**config.mk**
```make
export PLATFORM = sky130hd
export DESIGN_NAME = muldiv_unit
export DESIGN_NICKNAME = d
export VERILOG_FILES = /design/src/rtl/muldiv_unit.sv
export SDC_FILE = /design/constraint.sdc
export NUM_CORES = 1
export LEC_CHECK = 0
export CAP_MARGIN = 20
export CORE_MARGIN = 2
export CORE_UTILIZATION = 53
export CTS_BUF_LIST = sky130_fd_sc_hd__clkbuf_16
export DETAILED_ROUTE_END_ITERATION = 7
export GPL_TIMING_DRIVEN = 0
export HOLD_SLACK_MARGIN = 0.12
export MAX_ROUTING_LAYER = met4
export PLACE_DENSITY_LB_ADDON = 0.05
export SLEW_MARGIN = 30
export SYNTH_ARGS = -nofsm -noshare
export SYNTH_HDL_FRONTEND = slang
export SYNTH_SLANG_ARGS = --single-unit
```
**constraint.sdc**
```tcl
create_clock -name clk -period 7.4 [get_ports clk]
set_input_delay 1.48 -clock clk [delete_from_list [all_inputs] [get_ports clk]]
set_output_delay 1.48 -clock clk [all_outputs]
set_load 0.02 [all_outputs]
```
**src/rtl/muldiv_unit.sv**
```systemverilog
// rtl/muldiv_unit.sv - iterative radix-2 multiply/divide unit with HI/LO registers
module muldiv_unit (
  input  logic        clk,
  input  logic        resetn,
  input  logic        start,
  input  logic [1:0]  op,
  input  logic [31:0] a,
  input  logic [31:0] b,
  input  logic        flush,
  input  logic        hi_we,
  input  logic        lo_we,
  input  logic [31:0] wdata,
  output logic        busy,
  output logic        done,
  output logic [31:0] hi,
  output logic [31:0] lo
);

  localparam logic [0:0] IDLE = 1'b0;
  localparam logic [0:0] RUN  = 1'b1;

  logic [0:0]  state;
  logic [4:0]  cnt;
  logic        is_div;
  logic [31:0] acc;      // partial product high half / running remainder
  logic [31:0] mq;       // multiplier being shifted out / dividend shifted into quotient
  logic [31:0] opnd;     // multiplicand or divisor magnitude
  logic        neg_q;    // negate product or quotient at commit
  logic        neg_r;    // negate remainder at commit

  // Operand sign handling: op[0]=0 selects the signed variants
  logic        sgn_ops, sa, sb;
  logic [31:0] abs_a, abs_b;
  assign sgn_ops = ~op[0];
  assign sa      = sgn_ops & a[31];
  assign sb      = sgn_ops & b[31];
  assign abs_a   = sa ? (32'd0 - a) : a;
  assign abs_b   = sb ? (32'd0 - b) : b;

  // One shared 33-bit adder: add multiplicand for multiply, subtract divisor for divide
  logic [32:0] rem_sh, add_x, add_y, sum;
  logic [31:0] nxt_acc, nxt_mq;
  assign rem_sh = {acc, mq[31]};
  assign add_x  = is_div ? rem_sh : {1'b0, acc};
  assign add_y  = is_div ? ~{1'b0, opnd} : (mq[0] ? {1'b0, opnd} : 33'd0);
  assign sum    = add_x + add_y + {32'd0, is_div};

  // Next partial state: shift-add for multiply, restoring shift-subtract for divide
  always_comb begin
    nxt_acc = acc;
    nxt_mq  = mq;
    if (is_div) begin
      nxt_acc = sum[32] ? rem_sh[31:0] : sum[31:0];
      nxt_mq  = {mq[30:0], ~sum[32]};
    end else begin
      nxt_acc = sum[32:1];
      nxt_mq  = {sum[0], mq[31:1]};
    end
  end

  // Sign fix-up of the final step's result
  logic [63:0] prod, prod_fix;
  logic [31:0] quot_fix, rem_fix, res_hi, res_lo;
  assign prod     = {nxt_acc, nxt_mq};
  assign prod_fix = neg_q ? (64'd0 - prod) : prod;
  assign quot_fix = neg_q ? (32'd0 - nxt_mq) : nxt_mq;
  assign rem_fix  = neg_r ? (32'd0 - nxt_acc) : nxt_acc;
  assign res_hi   = is_div ? rem_fix  : prod_fix[63:32];
  assign res_lo   = is_div ? quot_fix : prod_fix[31:0];

  logic launch, commit;
  assign launch = (state == IDLE) && start && !flush;
  assign commit = (state == RUN) && !flush && (cnt == 5'd31);
  assign busy   = (state == RUN);

  // Sequencer and iteration datapath; flush abandons the operation without committing
  always_ff @(posedge clk or negedge resetn) begin
    if (!resetn) begin
      state  <= IDLE;
      cnt    <= 5'd0;
      done   <= 1'b0;
      is_div <= 1'b0;
      acc    <= 32'd0;
      mq     <= 32'd0;
      opnd   <= 32'd0;
      neg_q  <= 1'b0;
      neg_r  <= 1'b0;
    end else begin
      done <= commit;
      if (launch) begin
        state  <= RUN;
        cnt    <= 5'd0;
        is_div <= op[1];
        acc    <= 32'd0;
        mq     <= op[1] ? abs_a : abs_b;
        opnd   <= op[1] ? abs_b : abs_a;
        // Divide by zero keeps the all-ones quotient regardless of dividend sign
        neg_q  <= (sa ^ sb) && !(op[1] && (b == 32'd0));
        neg_r  <= op[1] & sa;
      end else if (state == RUN) begin
        if (flush) begin
          state <= IDLE;
        end else begin
          acc <= nxt_acc;
          mq  <= nxt_mq;
          cnt <= cnt + 5'd1;
          if (cnt == 5'd31) state <= IDLE;
        end
      end
    end
  end

  // Architectural HI/LO: result commit or mthi/mtlo writes while idle
  always_ff @(posedge clk or negedge resetn) begin
    if (!resetn) begin
      hi <= 32'd0;
      lo <= 32'd0;
    end else if (commit) begin
      hi <= res_hi;
      lo <= res_lo;
    end else if (state == IDLE) begin
      if (hi_we) hi <= wdata;
      if (lo_we) lo <= wdata;
    end
  end

endmodule

```
; Word-level counts from Yosys, hierarchy flattened
; Cells that the tools add are included.
[word_totals]
reg_bits = 170
input_bits = 104
output_inout_bits = 66
word_cells = 79
[classes]
add_sub_neg = 8
eq_ne = 3
mux = 34
bitwise = 8
reduce_logical = 15
[op_table]
columns = operator, n
row1 = two-way mux 32 bit, 24
row2 = "subtractor 1 x 32 -> 32 bit, first input constant", 4
row3 = two-way mux 33 bit, 2
row4 = two-way mux 64 bit, 1
row5 = "subtractor 1 x 64 -> 64 bit, first input constant", 1
row6 = adder 33 x 1 -> 33 bit, 1
row7 = adder 33 bit, 1
row8 = inverter 32 -> 33 bit, 1
row9 = zero test 32 bit, 1
row10 = two-way mux 5 bit, 3
row11 = logical AND 1 bit, 6
row12 = AND reduction 2 bit, 3
row13 = nonzero test 2 bit, 3
row14 = "adder 5 x 1 -> 5 bit, second input constant", 1
row15 = "== test 5 bit, second input constant", 1
row16 = two-way mux 1 bit, 4
row17 = "inequality test 2 x 1 -> 1 bit, second input constant", 2
row18 = bitwise AND 1 bit, 3
row19 = inverter 1 bit, 3
row20 = zero test 1 bit, 2
row21 = bitwise XOR 1 bit, 1

; Longest topological paths before layout
; Gate-level depths: netlist of the first run.
[logic_depth]
ltp_word = 10
ltp_mapped = 34
depth_no_buf = 22

; Worst setup path before layout of the first run
; Ideal clock, no wire load.
[synth_timing]
path_kind = register to register
start = register is_div
end = register hi[26]
setup_time_ns = 0.101
arrival_time_ns = 6.901
required_time_ns = 7.299
slack_ns = 0.398
stages_incl_launch_ff = 33
path_buffers = 13
period_less_slack_ns = 7.002
path_cell_list = dfrtp_1 -> buf_2 -> buf_2 -> buf_2 -> buf_2 -> buf_2 -> buf_2 -> buf_2 -> buf_2 -> buf_2 -> buf_1 -> mux2_2 -> fa_1 -> inv_1 -> fa_1 -> nand2b_1 -> a21oi_2 -> o211ai_2 -> a21oi_2 -> o211ai_2 -> buf_6 -> clkbuf_1 -> clkbuf_1 -> o21ai_0 -> mux2i_1 -> ha_1 -> nand2_1 -> nor3_1 -> and2_1 -> a21boi_0 -> o211ai_1 -> mux2i_1 -> o32ai_1
[synth_between]
elab_chain_cells = 9
word_cells_on_any_way = 14
classes_between = add/sub (4) / mux (9) / bitwise (1)
[synth_rtl]
columns = element, line_no
row1 = start: declaration, 24  ; logic is_div;
row2 = start signal: assignment, 93  ; is_div <= op[1];
row3 = two-way mux 33 bit (on tied branches), "44, 45"
row4 = adder 33 bit, 46  ; assign sum = add_x + add_y + {32'd0, is_div};
row5 = adder 33 x 1 -> 33 bit, 46
row6 = two-way mux 32 bit or inverter 1 bit (tied branches), "53, 54"
row7 = two-way mux 32 bit, 52  ; if (is_div) begin
row8 = subtractor 1 x 64 -> 64 bit or subtractor 1 x 32 -> 32 bit (tied branches), "65, 67"
row9 = two-way mux 64 bit or two-way mux 32 bit (tied branches), "65, 67"
row10 = two-way mux 32 bit *, 68  ; assign res_hi = is_div ? rem_fix : prod_fix[63:32];
row11 = two-way mux 32 bit *, 118  ; end else if (commit) begin
row12 = end signal: assignment, 119  ; hi <= res_hi;
row13 = end signal: assignment, 122  ; if (hi_we) hi <= wdata;
row14 = end: declaration, 15  ; output logic [31:0] hi,
; Every way passes the cells marked *; elsewhere a longest branch is shown, timed or not.
; A chain may end at the register's enable or synchronous reset.

; Worst setup path after layout of the first run
[layout_timing]
start = register is_div
end = register hi[22]
; The elaborated chain is that of the path after synthesis.

==> results of run 1 <==
logic make-up after synthesis:
group                      count (synthesis)
muxes                                    152
buffers and inverters                    172
and+or+nand+nor                          704
xor gates and xnor gates                 134
DFF                                      170
adders and majority gates                 40
AOI/OAI and AO/OA                        629
worst paths after layout:
path	startpoint	to	slack, ns	depth (start not counted)
max in group asynchronous	resetn	is_div	5.54	2
worst max-delay path	is_div	hi[22]	0.21	29
worst min register to register	opnd[5]	opnd[5]	0.50	2
worst min-delay path	opnd[5]	opnd[5]	0.50	2
worst max register to register	is_div	hi[22]	0.21	29
min in group asynchronous	resetn	acc[20]	0.99	1
cell type report:
| class | instances | share of cell area (%) |
|---|---|---|
| flip-flops and latches | 170 | 23.1 |
| repair buffers | 177 | 9.71 |
| multi-input cells | 1659 | 57.3 |
| plain buffers | 132 | 3.41 |
| clock inverters | 15 | 0.823 |
| clock buffers | 17 | 2.31 |
| well taps | 384 | 2.61 |
| inverters | 34 | 0.714 |
critical path, delay by kind of cell (launching register included):
family | cells | cell delay [ns]
buf+inv | 9 | 2.06
fa+ha+maj | 2 | 0.82
xor+xnor | 1 | 0.24
compound gates | 6 | 1.44
simple gates | 11 | 1.99
flops | 1 | 0.45
layer usage:
metal,track usage [%],up-vias
met5,-,-
met4,19.4,0
li1,-,7597
met2,65.3,998
met1,52.4,7982
met3,8.62,201
cell usage after synthesis (20+ instances only):
library cell and n:
mux2i_1 99, nand3_1 68, mux2_2 52, ha_1 38, o21ai_0 257, o211ai_1 53
nand2_1 299, o31ai_1 20, nor2_1 150, xnor2_1 70, clkbuf_1 93, inv_1 33
nor3_1 41, xor2_1 64, buf_2 22, dfrtp_1 170, a21oi_1 151
power groups by stage:
stage | clock, W | sequential, W | combinational (W)
2_1_floorplan | 0 | 0.00142 | 0.00284
3_3_place_gp | 0 | 0.00142 | 0.00425
3_5_place_dp | 0 | 0.00144 | 0.00430
4_1_cts | 0.000910 | 0.00142 | 0.00437
5_1_grt | 0.000938 | 0.00146 | 0.00486
6_report | 0.000919 | 0.00144 | 0.00453
registers in the layout, indices dropped and copies added (netlist names):
name,flops
busy,1
mq,32
neg_r,1
neg_q,1
cnt,5
done,1
acc,32
lo,32
opnd,32
is_div,1
hi,32
timing repair:
item | in CTS | in global routing
endpoints found under the setup margin | 95 | 18
endpoints found under the hold margin | 0 | 0
setup buffers | 3 | 5
pin swaps | 1 | 3
gates resized for setup | 49 | 30
through the flow:
| step | power, W | util (%) | cells | hold slack (ns) |
|---|---|---|---|---|
| 2_1_floorplan | 0.00426 | - | 2001 | 0.449 |
| 3_3_place_gp | 0.00567 | 61.3 | 2553 | 0.480 |
| 3_5_place_dp | 0.00574 | 61.4 | 2554 | 0.491 |
| 4_1_cts | 0.00671 | 63.9 | 2586 | 0.505 |
| 5_1_grt | 0.00726 | 64.3 | 2588 | 0.537 |
| 6_report | 0.00689 | 64.3 | 2588 | 0.504 |
==> reports/results.tsv, run 1 <==
metric	value	unit
fillCellCount	2481	
crit_type	reg -> reg	
hp-class	reg -> reg	
p_switching	0.00365	W
post-place-ws	-2.86	ns
wl_met2	28100	um
synth-seq-cells	170	
grt_pass1_wl	94200	um
critPathArrivalTime	7.51	ns
yosysTopAreaCellShare	27.6	%
tightestPinTransition	1.05	ns
yosys.area.top_type	dfrtp_1	
n_antenna_cell	0	
syn_to_final_growth	19.6	%
grt_overflow	0	
synth-edff-count	0	
first_global_vias	15982	
leakage	7.41	nW
hold_buffers	0	
layout_commonest_cell	nand2_1	
portBuffers	168	
synthArstFlopShare	100	%
viasPerCell	6.48	
die_h	174	um
slowest_stage	ha_2	
seqPwrFrac	20.9	%
finClkSkew	0.0152	ns
setup_viol	0	
clk_pin_slew	0.07	ns
min_period	7.19	ns
design_area	0.0184	mm^2
synthCells	2001	
cts.htree.levels	4	
clk_latency	0.47	ns
required	7.73	ns
wl_met1	24900	um
synth-simple-area-share	21.1	%
top_layer	met4	
regArea	0.00426	mm^2
dr.first_iter.drc_count	1827	
start_kind	register	
combinationalPowerShare	65.7	%
syn_nets	2145	
drtAntennaViolNets	0	
drcViolationCount	0	
clock_power_share	13.3	%
vdd_ir_drop_max	209	uV
final_cell_mix	nand2_1, o21ai_0, dfrtp_1	
grt_max_degree	90	
synth.mux.area_fraction	10.4	%
synth_top_family_by_area	compound AO/OA/AOI/OAI gates	
synth_area_per_cell	7.69	um^2
synth_cell_types	93	
hold_viol	0	
cts_buffer_depth	2	
ys_seq_area_share	27.6	%
drt_first_pass_iters	6	
cts_root_buf	clkbuf_16	
row_count	62	
slowest_delay	0.54	ns
synth-main-ff-cell	dfrtp_1	
placed_area	0.0176	mm^2
ys_top_cells_by_area	dfrtp_1, o21ai_0, nand2_1	
slew_violations	0	
powerDensity	375	mW/mm^2
route.met3.wl	6130	um
ys_warn_count	0	
dp_hpwl	50000	um
boundaryPins	170	
switching_share	52.9	%
antenna_found_initial	0	
die_area	0.0304	mm^2
crit_path_end_kind	register	
cts_inserted_buffers	17	
wl	62300	um
multi_input_area	0.0105	mm^2
p_int	0.00324	W
synth-xor-area-share	7.63	%
cp_common_cell	buf_4	
clock_sinks	170	
relSlewSlack	29.8	%
wire_per_inst	24.1	um
vias	16778	
drive_above_1_share	8.80	%
fin_crit_sh	97.1	%
synth_fa_ha_area_share	3.35	%
fmax	139	MHz
fin_ws	0.213	ns
start_util	53.8	%
die_w	174	um
cp_max_fo	19	
track_usage	42.0	%
coreArea	0.0286	mm^2
synth-compound-area-share	25.3	%
tns	0	ns
gp_congestion	1.02	
status	completed	
nets	2335	
cts_tree	built	
maxCapViolCount	0	
synthesis.area	0.0154	mm^2
(Power assumes the default switching activity.)
==> run 2: changes to the inputs <==
--- a/config.mk
+++ b/config.mk
@@ -5,7 +5,6 @@
 export SDC_FILE = /design/constraint.sdc
 export NUM_CORES = 1
 export LEC_CHECK = 0
-export CAP_MARGIN = 20
 export CORE_MARGIN = 2
 export CORE_UTILIZATION = 53
 export CTS_BUF_LIST = sky130_fd_sc_hd__clkbuf_16
@@ -14,7 +13,6 @@
 export HOLD_SLACK_MARGIN = 0.12
 export MAX_ROUTING_LAYER = met4
 export PLACE_DENSITY_LB_ADDON = 0.05
-export SLEW_MARGIN = 30
 export SYNTH_ARGS = -nofsm -noshare
 export SYNTH_HDL_FRONTEND = slang
 export SYNTH_SLANG_ARGS = --single-unit
==> reports/results.tsv, run 2 (synthesized netlist as in run 1, its figures left out) <==
metric	value	unit	change
status	completed		
place_inst	2554		unchanged
cp_max_fo	19		unchanged
vias	17031		+1.5%
reg2reg_slack	0.16	ns	-0.05 ns
design_area	0.0184	mm^2	+0.22%
cts_inserted_buffers	17		unchanged
slowest_delay	0.46	ns	-0.08 ns
gp_congestion	1.02		unchanged
fin_ws	0.163	ns	-0.0499 ns
clock_power_share	13.5	%	+0.2 points
switching_share	53.0	%	+0.094 points
p_int	0.00326	W	+0.46%
viasPerCell	6.57		+1.4%
drive_above_1_share	8.75	%	-0.049 points
grt_pass1_wl	94100	um	-0.15%
clk_pin_slew	0.07	ns	about the same
first_global_vias	15884		-0.61%
drtAntennaViolNets	0		unchanged
start_util	53.8	%	unchanged
post-place-ws	-2.81	ns	+0.0438 ns
crit_type	reg -> reg		
wire_per_inst	24.2	um	+0.49%
portBuffers	168		unchanged
powerDensity	376	mW/mm^2	+0.43%
vdd_ir_drop_max	203	uV	-3.0%
tns	0	ns	unchanged
crit_path_end_kind	register		
clk_latency	0.47	ns	about the same
slew_violations	0		unchanged
drcViolationCount	0		unchanged
hold_buffers	0		unchanged
grt_max_degree	97		+7.8%
combinationalPowerShare	65.7	%	about the same
track_usage	41.8	%	-0.11 points
antenna_found_initial	1		+1
worst-r2r-cell-count	28		-3.4%
seqPwrFrac	20.8	%	about the same
critPathArrivalTime	7.56	ns	+0.05 ns
clock_sinks	170		unchanged
fmax	138	MHz	-0.69%
wl	62700	um	+0.61%
min_period	7.24	ns	+0.0499 ns
coreArea	0.0286	mm^2	unchanged
nets	2336		+0.043%
placed_area	0.0176	mm^2	unchanged
boundaryPins	170		unchanged
cts.htree.levels	4		unchanged
maxCapViolCount	0		unchanged
leakage	7.43	nW	+0.21%
fillCellCount	2501		+0.81%
instances_no_fill	2591		+0.12%
fin_crit_sh	97.8	%	+0.67 points
tightestPinTransition	1.11	ns	+0.0518 ns
required	7.72	ns	about the same
syn_to_final_growth	19.8	%	
row_count	62		unchanged
cts_root_buf	clkbuf_16		
setup.worst_path.end	hi[22]		
dr.first_iter.drc_count	1931		+5.7%
grt_overflow	0		unchanged
layout_commonest_cell	nand2_1		
relSlewSlack	26.3	%	-3.5 points
start_kind	register		
die_w	174	um	unchanged
final_cell_mix	nand2_1, o21ai_0, dfrtp_1		
holdPathStages	2		unchanged
p_switching	0.00368	W	+0.84%
dp_hpwl	50000	um	about the same
cts_tree	built		
die_area	0.0304	mm^2	unchanged
crit_start	is_div		
timing.rr.end	hi[22]		
drt_first_pass_iters	6		unchanged
die_h	174	um	unchanged
r2r_start	is_div		
hold_viol	0		unchanged
cts_buffer_depth	2		unchanged
finClkSkew	0.0175	ns	+0.00230 ns
slowest_stage	dfrtp_2		
setup_viol	0		unchanged
hp-class	reg -> reg		
==> run 2: cell types whose count changed in the layout (fill, tap and decap cells not counted), sizes merged <==
cell / before / now
diode: 0 / 2
clkinvlp: 3 / 2
clkbuf: 108 / 109
inv: 38 / 39
==> run 2: power by group through the flow <==
stage,combinational (W),clock [W],sequential (W)
after floorplan,0.00284,0,0.00142
after global placement,0.00425,0,0.00142
after detailed placement,0.00430,0,0.00144
after CTS,0.00437,0.000927,0.00142
after global routing,0.00485,0.000959,0.00147
final,0.00456,0.000933,0.00144
==> run 2: layout make-up <==
cell class                      count  area (um^2)  share of cell area (%)
Antenna cell                        2         5.00                  0.0271
Tap cell                          384          480                    2.61
Multi-Input combinational cell   1659        10500                    57.1
Inverter                           34          131                   0.713
Clock buffer                       17          425                    2.31
Clock inverter                     15          164                   0.889
Timing Repair Buffer              177         1790                    9.69
Buffer                            133          654                    3.55
Sequential cell                   170         4260                    23.1
==> run 2: how the worst min path moves through the flow <==
stage	start	slack, ns	to
detailed placement	opnd[3]	0.49	opnd[3]
global route	cnt[2]	0.54	cnt[2]
finish	opnd[3]	0.50	opnd[3]
CTS	opnd[3]	0.51	opnd[3]
floorplan	cnt[3]	0.45	cnt[3]
global placement	opnd[5]	0.48	opnd[5]
==> run 2: per-layer routing <==
metal | vias up | wire length [um] | GRT usage [%]
met2 | 1078 | 27900 | 63.8
met3 | 224 | 6250 | 8.64
met5 | - | 0 | -
met4 | 0 | 3740 | 22.6
met1 | 8111 | 24800 | 52.1
li1 | 7618 | - | -
==> run 2: through the flow <==
step | util [%] | hold slack (ns) | total power (W)
5_1_grt | 64.4 | 0.536 | 0.00728
2_1_floorplan | - | 0.449 | 0.00426
3_3_place_gp | 61.3 | 0.480 | 0.00567
3_5_place_dp | 61.4 | 0.491 | 0.00574
6_report | 64.4 | 0.504 | 0.00694
4_1_cts | 64.0 | 0.506 | 0.00673
==> run 2: what timing repair did <==
action / 4_1_cts / 5_1_grt
cloned: 0 / 0
pin swaps: 1 / 4
setup buffers: 3 / 5
gates resized for setup: 51 / 36
endpoints found under the setup margin: 95 / 19
==> run 2: worst max-delay path, delay by kind of cell, from the launching register on <==
family	cells	cell delay (ns)
AND/OR/NAND/NOR	7	1.54
flip-flops	1	0.46
adder cells (fa/ha/maj)	3	0.93
XOR/XNOR	1	0.25
multiplexers	1	0.38
AO/OA/AOI/OAI	7	1.58
buffers and inverters	9	1.92
